### src/rtl/md_audio_pkg.sv
// Shared constants, slot-decode enum and the output saturation helper for md_audio_mix.
package md_audio_pkg;

  localparam int unsigned FM_SLOTS     = 6;
  localparam logic [2:0]  FM_LAST_SLOT = 3'd5;
  localparam logic [15:0] PSG_MID      = 16'h8000;
  localparam int unsigned ACC_W        = 13;
  localparam int unsigned MIX_W        = 18;

  typedef enum logic [2:0] {
    OP_IDLE,
    OP_LOAD,
    OP_ADD,
    OP_DONE,
    OP_DROP
  } slot_op_e;

  function automatic logic [15:0] sat16(input logic signed [MIX_W-1:0] s);
    logic [15:0] r;
    if (s > 18'sd32767)       r = 16'h7FFF;
    else if (s < -18'sd32768) r = 16'h8000;
    else                      r = s[15:0];
    return r;
  endfunction

endpackage

### src/rtl/md_audio_mix_if.sv
// FM slot bus and PSG level bus feeding the audio mixer.
interface md_audio_mix_if;

  logic        fm_clk1;
  logic [2:0]  DAC_ch_index;
  logic [9:0]  MOL_2612;
  logic [9:0]  MOR_2612;
  logic        vdp_psg_clk1;
  logic [15:0] PSG;

  modport master (
    output fm_clk1, DAC_ch_index, MOL_2612, MOR_2612, vdp_psg_clk1, PSG
  );

  modport slave (
    input fm_clk1, DAC_ch_index, MOL_2612, MOR_2612, vdp_psg_clk1, PSG
  );

endinterface

### src/rtl/md_fm_slot_acc.sv
// Accumulates the six time-multiplexed FM slots into one L/R frame sum.
// One slot mask and drop counter serve both sides.
module md_fm_slot_acc
  import md_audio_pkg::*;
(
  input  logic                    clk,
  input  logic                    rst_n,
  input  logic                    slot_stb,
  input  logic [2:0]              slot_idx,
  input  logic signed [9:0]       slot_l,
  input  logic signed [9:0]       slot_r,
  output logic signed [ACC_W-1:0] fm_sum_l,
  output logic signed [ACC_W-1:0] fm_sum_r,
  output logic                    frame_done,
  output logic [7:0]              drop_cnt
);

  slot_op_e                op;
  logic [FM_SLOTS-1:0]     mask;
  logic signed [ACC_W-1:0] acc_l, acc_r;
  logic signed [ACC_W-1:0] ext_l, ext_r;

  always_comb begin
    ext_l = {{(ACC_W-10){slot_l[9]}}, slot_l};
    ext_r = {{(ACC_W-10){slot_r[9]}}, slot_r};
    op    = OP_IDLE;
    if (slot_stb) begin
      if (slot_idx == '0)
        op = OP_LOAD;
      else if (slot_idx < FM_LAST_SLOT)
        op = OP_ADD;
      else if (slot_idx == FM_LAST_SLOT)
        op = (&mask[FM_SLOTS-2:0]) ? OP_DONE : OP_DROP;
    end
  end

  always_ff @(posedge clk) begin
    if (!rst_n) begin
      acc_l      <= '0;
      acc_r      <= '0;
      mask       <= '0;
      fm_sum_l   <= '0;
      fm_sum_r   <= '0;
      frame_done <= 1'b0;
      drop_cnt   <= '0;
    end else begin
      frame_done <= 1'b0;
      unique case (op)
        OP_LOAD: begin
          // Index 0 always restarts; any partial frame is dropped silently.
          acc_l <= ext_l;
          acc_r <= ext_r;
          mask  <= FM_SLOTS'(1);
        end
        OP_ADD: begin
          acc_l          <= acc_l + ext_l;
          acc_r          <= acc_r + ext_r;
          mask[slot_idx] <= 1'b1;
        end
        OP_DONE: begin
          fm_sum_l   <= acc_l + ext_l;
          fm_sum_r   <= acc_r + ext_r;
          frame_done <= 1'b1;
          acc_l      <= '0;
          acc_r      <= '0;
          mask       <= '0;
        end
        OP_DROP: begin
          acc_l <= '0;
          acc_r <= '0;
          mask  <= '0;
          if (drop_cnt != '1) drop_cnt <= drop_cnt + 8'd1;
        end
        default: ;
      endcase
    end
  end

endmodule

### src/rtl/md_audio_mix.sv
// FM + PSG stereo mixer: frame accumulate, DC-removed PSG, mix, 16-bit saturation.
// Result is valid two MCLK edges after the slot-5 strobe.
module md_audio_mix
  import md_audio_pkg::*;
#(
  parameter int unsigned FM_SHIFT  = 4,
  parameter int unsigned PSG_SHIFT = 2
) (
  input  logic              MCLK,
  input  logic              SRES,
  md_audio_mix_if.slave     bus,
  input  logic              fm_en,
  input  logic              psg_en,
  output logic [15:0]       out_l,
  output logic [15:0]       out_r,
  output logic              out_valid,
  output logic [7:0]        drop_cnt
);

  logic signed [ACC_W-1:0] fm_sum_l, fm_sum_r;
  logic                    frame_done;
  logic [15:0]             psg_reg;
  logic [15:0]             psg_diff;
  logic signed [15:0]      psg_s;
  logic signed [MIX_W-1:0] fm_term_l, fm_term_r, psg_term;
  logic signed [MIX_W-1:0] mix_l, mix_r;
  logic                    mix_vld;

  md_fm_slot_acc u_acc (
    .clk        (MCLK),
    .rst_n      (SRES),
    .slot_stb   (bus.fm_clk1),
    .slot_idx   (bus.DAC_ch_index),
    .slot_l     (bus.MOL_2612),
    .slot_r     (bus.MOR_2612),
    .fm_sum_l   (fm_sum_l),
    .fm_sum_r   (fm_sum_r),
    .frame_done (frame_done),
    .drop_cnt   (drop_cnt)
  );

  always_comb begin
    psg_diff  = psg_reg - PSG_MID;
    psg_s     = $signed(psg_diff) >>> PSG_SHIFT;
    psg_term  = '0;
    fm_term_l = '0;
    fm_term_r = '0;
    if (psg_en) psg_term = {{(MIX_W-16){psg_s[15]}}, psg_s};
    if (fm_en) begin
      fm_term_l = {{(MIX_W-ACC_W){fm_sum_l[ACC_W-1]}}, fm_sum_l} <<< FM_SHIFT;
      fm_term_r = {{(MIX_W-ACC_W){fm_sum_r[ACC_W-1]}}, fm_sum_r} <<< FM_SHIFT;
    end
  end

  // psg_reg is read before its own update, so a same-cycle strobe mixes the old level.
  always_ff @(posedge MCLK) begin
    if (!SRES) begin
      psg_reg   <= '0;
      mix_l     <= '0;
      mix_r     <= '0;
      mix_vld   <= 1'b0;
      out_l     <= '0;
      out_r     <= '0;
      out_valid <= 1'b0;
    end else begin
      if (bus.vdp_psg_clk1) psg_reg <= bus.PSG;
      mix_vld <= frame_done;
      if (frame_done) begin
        mix_l <= fm_term_l + psg_term;
        mix_r <= fm_term_r + psg_term;
      end
      out_valid <= mix_vld;
      if (mix_vld) begin
        out_l <= sat16(mix_l);
        out_r <= sat16(mix_r);
      end
    end
  end

endmodule

### src/flat_wrapper.sv
// flat-port wrapper written by rule: the top's interface ports become plain ports
module md_audio_mix_flat import md_audio_pkg::*;
#(
  parameter int unsigned FM_SHIFT  = 4,
  parameter int unsigned PSG_SHIFT = 2
)
  (MCLK, SRES, fm_en, psg_en, out_l, out_r, out_valid, drop_cnt, bus_fm_clk1, bus_DAC_ch_index, bus_MOL_2612, bus_MOR_2612, bus_vdp_psg_clk1, bus_PSG);
  md_audio_mix_if bus_i ();
  input  logic MCLK;
  input  logic SRES;
  input  logic fm_en;
  input  logic psg_en;
  output logic [15:0] out_l;
  output logic [15:0] out_r;
  output logic out_valid;
  output logic [7:0] drop_cnt;
  input wire logic [$bits(bus_i.fm_clk1)-1:0] bus_fm_clk1;
  input wire logic [$bits(bus_i.DAC_ch_index)-1:0] bus_DAC_ch_index;
  input wire logic [$bits(bus_i.MOL_2612)-1:0] bus_MOL_2612;
  input wire logic [$bits(bus_i.MOR_2612)-1:0] bus_MOR_2612;
  input wire logic [$bits(bus_i.vdp_psg_clk1)-1:0] bus_vdp_psg_clk1;
  input wire logic [$bits(bus_i.PSG)-1:0] bus_PSG;
  assign bus_i.fm_clk1 = bus_fm_clk1;
  assign bus_i.DAC_ch_index = bus_DAC_ch_index;
  assign bus_i.MOL_2612 = bus_MOL_2612;
  assign bus_i.MOR_2612 = bus_MOR_2612;
  assign bus_i.vdp_psg_clk1 = bus_vdp_psg_clk1;
  assign bus_i.PSG = bus_PSG;
  md_audio_mix #(.FM_SHIFT(FM_SHIFT), .PSG_SHIFT(PSG_SHIFT)) u_core (.MCLK(MCLK), .SRES(SRES), .bus(bus_i), .fm_en(fm_en), .psg_en(psg_en), .out_l(out_l), .out_r(out_r), .out_valid(out_valid), .drop_cnt(drop_cnt));
endmodule
### config.mk
export PLATFORM = sky130hd
export DESIGN_NAME = md_audio_mix_flat
export DESIGN_NICKNAME = d
export VERILOG_FILES = /design/src/rtl/md_audio_pkg.sv /design/src/rtl/md_audio_mix_if.sv /design/src/rtl/md_fm_slot_acc.sv /design/src/rtl/md_audio_mix.sv /design/src/flat_wrapper.sv
export SDC_FILE = /design/constraint.sdc
export NUM_CORES = 1
export LEC_CHECK = 0
export BUFFER_PORTS_ARGS = -buffer_cell sky130_fd_sc_hd__buf_2
export CORE_UTILIZATION = 30
export DETAILED_ROUTE_END_ITERATION = 8
export HOLD_SLACK_MARGIN = 0.03
export PLACE_DENSITY_LB_ADDON = 0.08
export SLEW_MARGIN = 0
export SYNTH_ARGS = -nofsm -noshare
export SYNTH_HDL_FRONTEND = slang
export SYNTH_SLANG_ARGS = --single-unit
export TNS_END_PERCENT = 50
### constraint.sdc
create_clock -name MCLK -period 2.85 [get_ports MCLK]
set_input_delay 0.1425 -clock MCLK [delete_from_list [all_inputs] [get_ports MCLK]]
set_output_delay 0.1425 -clock MCLK [all_outputs]
set_load 0.02 [all_outputs]
==> results of run 1 <==
==> layout by cell type, fill, tap and decap left out, types with 18 or more instances in the layout <==
master,Yosys,layout
dlygate4sd3_1,0,26
mux2i_1,32,32
dfxtp_1,146,145
inv_1,21,21
nand2_1,66,66
nand3_1,24,24
nor2_1,93,93
a211oi_1,18,18
xnor2_1,21,21
o21ai_0,78,78
a21o_1,20,20
and2_1,36,36
nand2b_1,38,38
a21oi_1,88,88
ha_1,51,51
buf_2,8,83
==> power by group <==
group | internal (mW) | switching, mW | total, mW
sequential | 2.09 | 0.0282 | 2.12
combinational | 0.279 | 0.415 | 0.693
clock | 1.32 | 1.01 | 2.32
total | 3.69 | 1.45 | 5.13
==> metal layers <==
layer	share of wire [%]	track usage (%)	vias to the layer above
li1	-	-	3612
met3	2.9	3.13	11
met5	0	0	-
met4	0.81	4.02	0
met2	47	27.4	103
met1	50	21.9	3229
==> worst max path at each step <==
stage,to,cells after the start,startpoint
6_report,u_core.u_acc.fm_sum_l[12],9,u_core.u_acc.acc_l[0]
5_1_grt,u_core.u_acc.fm_sum_r[12],8,u_core.u_acc.acc_r[0]
4_1_cts,u_core.u_acc.fm_sum_l[12],9,u_core.u_acc.acc_l[0]
3_5_place_dp,u_core.mix_r[14],10,fm_en
3_3_place_gp,u_core.mix_r[14],10,psg_en
2_1_floorplan,u_core.mix_l[16],9,psg_en
==> cells by family after synthesis <==
| kind of cell | share of synthesized area (%) |
|---|---|
| xor gates and xnor gates | 4.14 |
| AOI/OAI and AO/OA | 22.6 |
| DFF | 36.4 |
| adders and majority gates | 8.94 |
| and+or+nand+nor | 20.4 |
| muxes | 3.99 |
| buffers and inverters | 3.49 |
==> synthesized netlist by cell type (2+ instances only) <==
cell         n  share of area (%)
nand4_1     15                1.2
a31oi_1      6               0.47
a311o_1      4               0.50
o22ai_1      2               0.16
ha_1        51                7.9
a41oi_1      3               0.33
clkbuf_1    34                1.6
a22oi_1      2               0.19
nand3_1     24                1.5
o2111ai_1    3               0.33
or3_1        9               0.70
nor3_1       8               0.50
nor2b_1      6               0.47
a32oi_1      2               0.22
and2_1      36                2.8
a211oi_1    18                1.7
dfxtp_1    146                 36
xnor2_1     21                2.3
a311oi_4     2               0.65
fa_1         4                1.0
inv_1       21               0.98
mux2i_1     32                4.0
buf_1        8               0.37
a31o_2       2               0.22
o211ai_1     9               0.84
nor4_1       3               0.23
o21ai_0     78                4.9
nand2b_1    38                3.0
nor2_1      93                4.3
nor3b_1      3               0.28
a21oi_1     88                5.5
o21a_1       4               0.37
o221a_2      2               0.28
a221oi_1    15                1.6
a21boi_0     5               0.47
and3_1       7               0.55
nand3b_1     8               0.75
nand2_1     66                3.1
o21bai_1     6               0.56
xor2_1      17                1.9
buf_2        8               0.50
a21o_1      20                1.9
==> worst max-delay path: stages (launching register included) <==
cell	delay, ns
dfxtp_1	0.33
ha_1	0.17
inv_1	0.06
fa_1	0.43
nor2b_1	0.18
o31a_1	0.23
o2111ai_1	0.19
a31o_2	0.30
xor2_1	0.17
a211oi_1	0.24
==> layout make-up <==
| cell class | instances | share of cell area, % |
|---|---|---|
| multi-input combinational | 735 | 50.0 |
| sequential | 146 | 30.3 |
| timing repair buffer | 123 | 8.22 |
| clock buffer | 17 | 4.41 |
| tap | 335 | 4.35 |
| clock inverter | 15 | 1.80 |
| inverter | 22 | 0.869 |
==> out/qor.csv, run 1 <==
stage,metric,value,unit
die,I/O pins,86,
clocking,hold buffers post-CTS,26,
clocking,CTS tree,built,
final_layout,max reg flops,18,
drt,DR DRC count,16,
grt,first-pass GRT wire length,36300,um
setup_path,CP Capture Type,register,
power,VDD IR max,0.362,mV
final_layout,Post-Layout Cell Count,1393,
setup_path,depth of the most critical reg-to-reg path,9,
final_layout,combined area of the multi-input logic cells,4830,um2
setup_path,r2r endpoint,u_core.u_acc.fm_sum_l[12],
drt,total routed wirelength,22200,um
setup_path,required time worst endpoint,3.17,ns
yosys,Synth Register Bits,146,
clocking,"Reg clk slew, reported paths",0.07,ns
min_path,hold depth,3,
clocking,CTS buffer count,17,
sta,final worst-path cycle share,83.9,%
grt,pin count of the biggest net entering global routing,51,
clocking,H-Tree Depth,4,
yosys,"Seq/Total Area, Yosys",36.4,%
sta,Max Fclk,418,MHz
sta,crit path time final,2.39,ns
placement,final RePlAce weighted congestion,0.808,
clocking,Num Clock Sinks,146,
setup_path,worst r2r src,u_core.u_acc.acc_l[0],
drt,Iter 0 DRT Violations,434,
final_layout,"Most flops, register",u_core.mix_r,
setup_path,Max Fanout on Critical Path,4,
min_path,hold endpoint,u_core.u_acc.acc_l[2],
die,chip height,166,um
clocking,Clk Tree Root Cell,clkbuf_16,
final_layout,fill count,2757,
yosys,Mapped Cells,953,
yosys,Synth warnings,0,
sta,worst slew pin tran,0.949,ns
grt,GRT overflow,0,
sta,hold_ws,0.0515,ns
clocking,clock latency on the worst-skew pair,0.43,ns
sta,slack of the critical path,0.458,ns
die,DIE AREA,27400,um2
die,core box area,26100,um2
final_layout,Final Core Density,36.9,%
drt,Vias/cell,4.99,
die,Initial Util,30.7,%
placement,Port Buffers,83,
yosys,"Top FF cell, synth",dfxtp_1,
final_layout,Sequential Area,2920,um2
final_layout,top flop regs,"u_core.mix_r: 18 flops, u_core.out_l: 16 flops, u_core.out_r: 16 flops",
run,Max Cap Viol,0,
power,Pwr Density,532,nW/um2
setup_path,type of the worst setup path,reg -> reg,
drt,Routed Antenna Nets,0,
sta,max-slew violations,0,
placement,Inst Count DP,1335,
setup_path,r2r setup slk,0.46,ns
yosys,Post-synth EDFFs,0,
grt,vias in the first global route,6717,
sta,Final Hold Fails,0,
final_layout,area added between synthesis and finish,20.1,%
power,leakage,3.97,nW
clocking,Post-CTS Setup Inserts,0,
yosys,syn nets,1053,
yosys,mapped cell area,8030,um2
placement,DP HPWL,16200,um
sta,Setup TNS Final,0,ns
setup_path,crit path DAT,2.72,ns
placement,Placed Area,8790,um2
drt,vias,6955,
min_path,Hold Path Origin,bus_MOL_2612[2],
grt,initial antenna violation count,0,
yosys,Synth async-reset ratio,0,%
sta,unrepaired setup endpoints after global routing,false,
yosys,Syn Area/Cell,8.43,um2
yosys,Cell variety after synth,66,
drt,WL/cell,16.0,um
sta,max_slew headroom,36.5,%
clocking,Max clock buf depth,2,
min_path,Worst Hold Class,in -> reg,
final_layout,fin nets,1145,
sta,final setup vio count,0,
drt,drt first pass iters,6,
status,failing checks,DRC,
placement,pre-CTS setup slack,0.424,ns
status,outcome,"complete, but fails checks",
final_layout,Antenna Cells,0,
setup_path,nature of the critical path startpoint,register,
sta,Clock Skews,0.0116,ns
die,std cell rows,59,
grt,aggregate global-route resource usage,16.5,%
power,Power Total,5.13,mW
final_layout,post-route design area,9650,um2
final_layout,layout cell share with drive strength beyond 1,13.8,%
die,chip width,166,um
clocking,Resized Gates After CTS,0,
(Power assumes the default switching activity.)
==> run 2, diff against run 1 <==
Clock period 2.85 ns to 2.5 ns, I/O delays scaled along.
==> out/qor.csv, run 2 (synthesized netlist as in run 1, its figures left out) <==
stage,metric,value,unit,change
status,outcome,"complete, but fails checks",,unchanged
status,failing checks,DRC,,unchanged
final_layout,fill count,2788,,was 2757
drt,WL/cell,15.9,um,was 16.0 um
setup_path,depth of the most critical reg-to-reg path,10,,was 9
clocking,Max clock buf depth,2,,unchanged
power,Power Total,5.64,mW,was 5.13 mW
final_layout,"most common cell after layout, fill and taps aside",dfxtp_1,,unchanged
clocking,H-Tree Depth,4,,unchanged
grt,vias in the first global route,6703,,was 6717
die,Initial Util,30.7,%,unchanged
min_path,hold endpoint,u_core.u_acc.acc_l[0],,was u_core.u_acc.acc_l[2]
run,Max Cap Viol,0,,unchanged
final_layout,"commonest cells after routing, fill and taps aside","dfxtp_1 (145), nor2_1 (93), a21oi_1 (88)",,unchanged
setup_path,CP top delay family,compound AO/OA/AOI/OAI gates,,unchanged
setup_path,worst r2r src,u_core.psg_reg[6],,was u_core.u_acc.acc_l[0]
die,DIE AREA,27400,um2,unchanged
sta,max_slew headroom,41.9,%,was 36.5%
power,P_sw,1.63,mW,was 1.45 mW
final_layout,Antenna Cells,0,,unchanged
final_layout,max reg flops,18,,unchanged
sta,Setup TNS Final,0,ns,unchanged
drt,DR DRC count,16,,unchanged
min_path,hold depth,3,,unchanged
power,P_int,4.01,mW,was 3.69 mW
min_path,Hold Path Origin,bus_MOL_2612[0],,was bus_MOL_2612[2]
die,chip width,166,um,unchanged
drt,Iter 0 DRT Violations,352,,was 434
drt,Vias/cell,4.98,,was 4.99
sta,Final Hold Fails,0,,unchanged
grt,aggregate global-route resource usage,16.5,%,about the same
drt,total routed wirelength,22400,um,was 22200 um
sta,Max Fclk,435,MHz,
sta,final setup vio count,0,,unchanged
power,VDD IR max,0.353,mV,was 0.362 mV
sta,unrepaired setup endpoints after global routing,false,,unchanged
sta,hold_ws,0.0542,ns,was 0.0515 ns
sta,max-slew violations,0,,unchanged
final_layout,layout cell share with drive strength beyond 1,15.0,%,was 13.8%
placement,DP HPWL,16600,um,was 16200 um
setup_path,crit path DAT,2.61,ns,was 2.72 ns
final_layout,post-route design area,9720,um2,was 9650 um2
power,combinational group share of total power,14.2,%,was 13.5%
placement,Placed Area,8850,um2,was 8790 um2
placement,Port Buffers,83,,unchanged
placement,final RePlAce weighted congestion,0.812,,was 0.808
final_layout,area added between synthesis and finish,21.1,%,was 20.1%
final_layout,top flop regs,"u_core.mix_r: 18 flops, u_core.out_l: 16 flops, u_core.out_r: 16 flops",,unchanged
power,Seq pwr share,42.8,%,was 41.2%
setup_path,r2r endpoint,u_core.mix_r[14],,was u_core.u_acc.fm_sum_l[12]
final_layout,Final Core Density,37.2,%,was 36.9%
power,switching share of power,29.0,%,was 28.2%
grt,initial antenna violation count,0,,unchanged
grt,first-pass GRT wire length,36200,um,was 36300 um
min_path,Worst Hold Class,in -> reg,,unchanged
drt,drt first pass iters,6,,unchanged
sta,crit path time final,2.30,ns,
setup_path,CP Capture Type,register,,unchanged
setup_path,nature of the critical path startpoint,input pin,,was register
die,I/O pins,86,,unchanged
placement,Inst Count DP,1344,,was 1335
setup_path,worst path bufs/invs,2,,was 1
clocking,Post-CTS Setup Inserts,0,,unchanged
drt,vias,6995,,was 6955
sta,worst slew pin tran,0.869,ns,was 0.949 ns
power,leakage,4.01,nW,was 3.97 nW
setup_path,"slowest stage delay, CP",0.53,ns,was 0.43 ns
power,Pwr Density,581,nW/um2,was 532 nW/um2
final_layout,"Most flops, register",u_core.mix_r,,unchanged
setup_path,required time worst endpoint,2.81,ns,was 3.17 ns
grt,GRT overflow,0,,unchanged
die,chip height,166,um,unchanged
final_layout,Post-Layout Cell Count,1405,,was 1393
sta,Clock Skews,0.00957,ns,was 0.0116 ns
die,core box area,26100,um2,unchanged
clocking,clock latency on the worst-skew pair,0.43,ns,about the same
grt,pin count of the biggest net entering global routing,33,,was 51
clocking,CTS tree,built,,unchanged
die,std cell rows,59,,unchanged
placement,pre-CTS setup slack,0.155,ns,was 0.424 ns
clocking,"Reg clk slew, reported paths",0.07,ns,about the same
setup_path,type of the worst setup path,in -> reg,,was reg -> reg
power,clock power share,43.1,%,was 45.3%
setup_path,slowest stage cell on the critical path,dlygate4sd3_1,,was fa_1
clocking,Num Clock Sinks,146,,unchanged
setup_path,CP Cell Sequence,dlygate4sd3_1 -> buf_2 -> ha_1 -> a21o_1 -> a21oi_1 -> and2b_4 -> a311oi_4 -> nor4_1 -> a311o_1,,was ha_1 -> inv_1 -> fa_1 -> nor2b_1 -> o31a_1 -> o2111ai_1 -> a31o_2 -> xor2_1 -> a211oi_1
setup_path,r2r setup slk,0.23,ns,was 0.46 ns
setup_path,Max Fanout on Critical Path,7,,was 4
drt,Routed Antenna Nets,0,,unchanged
clocking,CTS buffer count,17,,unchanged
final_layout,fin nets,1157,,was 1145
sta,slack of the critical path,0.204,ns,was 0.458 ns
clocking,Clk Tree Root Cell,clkbuf_16,,unchanged
sta,final worst-path cycle share,91.9,%,
run 2: cell count changes in the layout (fill, tap and decap cells not counted), sizes merged:
| cell | delta |
|---|---|
| inv | -1 |
| clkinv | +3 |
| buf | +9 |
| bufinv | -2 |
| dlygate4sd3 | +3 |
run 2: how the worst max path moves through the flow:
stage	start	to	slack [ns]	cells past startpoint
after CTS	u_core.u_acc.acc_l[0]	u_core.u_acc.fm_sum_l[12]	0.13	9
after floorplan	psg_en	u_core.mix_l[16]	0.41	9
after global routing	u_core.u_acc.acc_l[0]	u_core.u_acc.fm_sum_l[12]	0.03	9
final	bus_MOL_2612[8]	u_core.u_acc.acc_l[11]	0.20	9
after detailed placement	u_core.u_acc.acc_l[0]	u_core.u_acc.fm_sum_l[12]	0.15	9
after global placement	psg_en	u_core.mix_r[14]	0.16	10
run 2: area by class of cell:
type                       instances  area (um2)  share of cell area (%)
tap                              335         419                    4.31
clock inverter                    15         128                    1.31
sequential                       146        2920                    30.1
inverter                          22        83.8                   0.862
clock buffer                      17         425                    4.38
multi-input combinational        735        4850                    49.9
timing repair buffer             135         891                    9.16
run 2: power by group through the flow:
stage	Sequential [mW]	Clock (mW)	Combinational, mW
2_1_floorplan	2.46	0	0.529
3_3_place_gp	2.47	0	0.766
3_5_place_dp	2.47	0	0.760
4_1_cts	2.41	2.50	0.798
5_1_grt	2.42	2.61	0.890
6_report	2.41	2.43	0.799
run 2: worst register-to-register path: stages, from the launching register on:
cell	delay, ns
dfxtp_1	0.33
and2_1	0.17
ha_1	0.20
inv_1	0.06
fa_1	0.40
nor2b_1	0.16
o2111ai_1	0.16
a21oi_1	0.21
o21ai_0	0.13
a211oi_1	0.25
a311o_1	0.14
run 2: layer usage:
layer / wire length, um / global-route usage, %
met2: 10200 / 26.8
met4: 348 / 5.20
met5: 0 / 0
met3: 609 / 2.75
met1: 11200 / 22.3
run 2: timing repair:
item / 4_1_cts / 5_1_grt
hold endpoints to repair: 29 / 0
gates resized for setup: 0 / 5
endpoints found under the setup margin: 0 / 6
hold buffers: 29 / 0
==> run 3, diff against run 2 <==
Settings changed: CORE_MARGIN from default to 4.
==> out/qor.csv, run 3 (synthesized netlist as in run 1, its figures left out) <==
stage,metric,value,unit,change
setup_path,Max Fanout on Critical Path,7,,unchanged
setup_path,CP Launch Point,bus_MOL_2612[8],,unchanged
clocking,H-Tree Depth,4,,unchanged
grt,first-pass GRT wire length,36300,um,was 36200 um
drt,vias,6964,,was 6995
power,switching share of power,26.9,%,was 29.0%
clocking,"Reg clk slew, reported paths",0.07,ns,about the same
clocking,Max clock buf depth,2,,unchanged
sta,Clock Skews,0.0119,ns,was 0.00957 ns
setup_path,required time worst endpoint,2.81,ns,about the same
final_layout,combined area of the multi-input logic cells,4860,um2,was 4850 um2
grt,pin count of the biggest net entering global routing,43,,was 33
power,combinational group share of total power,13.7,%,was 14.2%
run,Max Cap Viol,0,,unchanged
setup_path,r2r endpoint,u_core.u_acc.fm_sum_l[12],,was u_core.mix_r[14]
sta,Setup TNS Final,0,ns,unchanged
grt,aggregate global-route resource usage,15.4,%,was 16.5%
drt,WL/cell,16.0,um,was 15.9 um
die,core box area,26200,um2,was 26100 um2
sta,crit path time final,2.31,ns,was 2.30 ns
setup_path,"slowest stage delay, CP",0.53,ns,about the same
setup_path,type of the worst setup path,in -> reg,,unchanged
setup_path,CP Capture Point,u_core.u_acc.fm_sum_l[11],,was u_core.u_acc.acc_l[11]
setup_path,r2r setup slk,0.24,ns,was 0.23 ns
final_layout,fill count,2736,,was 2788
final_layout,"Most flops, register",u_core.mix_r,,unchanged
setup_path,slowest stage cell on the critical path,dlygate4sd3_1,,unchanged
placement,DP HPWL,16600,um,about the same
final_layout,Sequential Area,2920,um2,unchanged
final_layout,fin nets,1154,,was 1157
clocking,CTS buffer count,17,,unchanged
power,Seq pwr share,41.0,%,was 42.8%
grt,initial antenna violation count,0,,unchanged
setup_path,worst r2r src,u_core.u_acc.acc_l[0],,was u_core.psg_reg[6]
sta,final setup vio count,0,,unchanged
clocking,Num Clock Sinks,146,,unchanged
power,clock power share,45.3,%,was 43.1%
sta,final worst-path cycle share,92.2,%,was 91.9%
status,outcome,"complete, no violations",,"was complete, but fails checks"
power,P_int,4.30,mW,was 4.01 mW
final_layout,max reg flops,18,,unchanged
drt,Vias/cell,4.97,,was 4.98
final_layout,"commonest cells after routing, fill and taps aside","dfxtp_1 (145), nor2_1 (93), a21oi_1 (87)",,"was dfxtp_1 (145), nor2_1 (93), a21oi_1 (88)"
setup_path,CP Capture Type,register,,unchanged
setup_path,worst path bufs/invs,2,,unchanged
drt,Iter 0 DRT Violations,302,,was 352
power,Power Total,5.88,mW,was 5.64 mW
power,P_sw,1.58,mW,was 1.63 mW
setup_path,CP top delay family,compound AO/OA/AOI/OAI gates,,unchanged
power,Pwr Density,600,nW/um2,was 581 nW/um2
setup_path,critical path depth in cells,9,,unchanged
setup_path,CP Cell Sequence,dlygate4sd3_1 -> buf_2 -> ha_1 -> a21o_1 -> a21oi_1 -> and2b_4 -> a311oi_4 -> nor4_1 -> a311o_1,,unchanged
min_path,Worst Hold Class,in -> reg,,unchanged
final_layout,"most common cell after layout, fill and taps aside",dfxtp_1,,unchanged
final_layout,Antenna Cells,0,,unchanged
die,I/O pins,86,,unchanged
setup_path,depth of the most critical reg-to-reg path,9,,was 10
die,DIE AREA,29400,um2,was 27400 um2
setup_path,nature of the critical path startpoint,input pin,,unchanged
drt,Routed Antenna Nets,0,,unchanged
die,chip width,172,um,was 166 um
drt,total routed wirelength,22400,um,about the same
sta,unrepaired setup endpoints after global routing,false,,unchanged
setup_path,crit path DAT,2.61,ns,about the same
die,Initial Util,30.6,%,was 30.7%
sta,hold_ws,0.0496,ns,was 0.0542 ns
grt,GRT overflow,0,,unchanged
clocking,CTS tree,built,,unchanged
sta,max-slew violations,0,,unchanged
power,leakage,4.03,nW,was 4.01 nW
final_layout,layout cell share with drive strength beyond 1,15.0,%,about the same
drt,DR DRC count,0,,was 16
die,chip height,172,um,was 166 um
sta,Final Hold Fails,0,,unchanged
placement,final RePlAce weighted congestion,0.805,,was 0.812
clocking,clock latency on the worst-skew pair,0.43,ns,about the same
die,std cell rows,59,,unchanged
placement,Port Buffers,83,,unchanged
power,VDD IR max,0.413,mV,was 0.353 mV
sta,max_slew headroom,45.3,%,was 41.9%
final_layout,top flop regs,"u_core.mix_r: 18 flops, u_core.out_l: 16 flops, u_core.out_r: 16 flops",,unchanged
drt,drt first pass iters,5,,was 6
sta,Max Fclk,434,MHz,was 435 MHz
clocking,Clk Tree Root Cell,clkbuf_16,,unchanged
grt,vias in the first global route,6749,,was 6703
sta,worst slew pin tran,0.818,ns,was 0.869 ns
final_layout,area added between synthesis and finish,22.0,%,was 21.1%
## run 3: cell count changes in the layout (fill, tap and decap cells not counted), moves of 2 or more
cell,before,now
buf_12,1,4
buf_4,22,17
bufinv_16,0,3
clkinvlp_4,4,2
inv_8,2,0
## run 3: power by group through the flow
stage	Combinational [mW]	Sequential [mW]	Clock, mW
floorplan	0.529	2.46	0
detailed placement	0.765	2.47	0
CTS	0.804	2.41	2.75
finish	0.805	2.41	2.66
global route	0.900	2.42	2.84
global placement	0.768	2.47	0
## run 3: stage by stage
stage | instance area (um2) | std cells | worst slack (ns) | utilization, %
3_5_place_dp | 8870 | 1341 | 0.156 | 33.8
2_1_floorplan | 8030 | 953 | 0.415 | -
6_report | 9800 | 1402 | 0.194 | 37.4
3_3_place_gp | 8870 | 1341 | 0.172 | 33.8
5_1_grt | 9800 | 1402 | 0.0150 | 37.4
4_1_cts | 9760 | 1401 | 0.132 | 37.2
## run 3: worst reg2reg max path: stages, from the launching register on
cell and delay, ns:
dfxtp_1 0.33, ha_1 0.17, inv_1 0.06, fa_2 0.38
nor2b_2 0.14, o31a_1 0.26, o2111ai_2 0.17, a31o_2 0.29
xor2_1 0.16, a211oi_1 0.22
## run 3: layout make-up
class                   count  area share [%]
inverters                  22           0.856
multi-input cells         735            49.6
flip-flops and latches    146            29.8
clock inverters            14            1.84
clock buffers              18            4.38
repair buffers            132            9.22
well taps                 335            4.28
## run 3: layer usage
metal | global-route usage, % | vias to the layer above | share of wire (%)
met5 | 0 | - | 0
met3 | 2.83 | 21 | 3.0
li1 | - | 3642 | -
met4 | 4.89 | 0 | 1.8
met1 | 20.9 | 3207 | 50
met2 | 24.9 | 94 | 46
## run 3: worst min-delay path by stage
stage | from | to | slack, ns | cells past startpoint
6_report | bus_MOL_2612[2] | u_core.u_acc.acc_l[2] | 0.05 | 3
5_1_grt | bus_MOR_2612[1] | u_core.u_acc.acc_r[1] | 0.11 | 3
4_1_cts | bus_MOL_2612[2] | u_core.u_acc.acc_l[2] | 0.05 | 3
3_5_place_dp | bus_PSG[5] | u_core.psg_reg[5] | 0.37 | 3
3_3_place_gp | bus_PSG[9] | u_core.psg_reg[9] | 0.36 | 3
2_1_floorplan | bus_PSG[10] | u_core.psg_reg[10] | 0.27 | 2
## run 3: timing repair
action / in CTS / in global routing
endpoints found under the hold margin: 28 / 0
hold buffers: 28 / 0
endpoints found under the setup margin: 0 / 4
buffers inserted: 0 / 1
gates resized for setup: 0 / 8
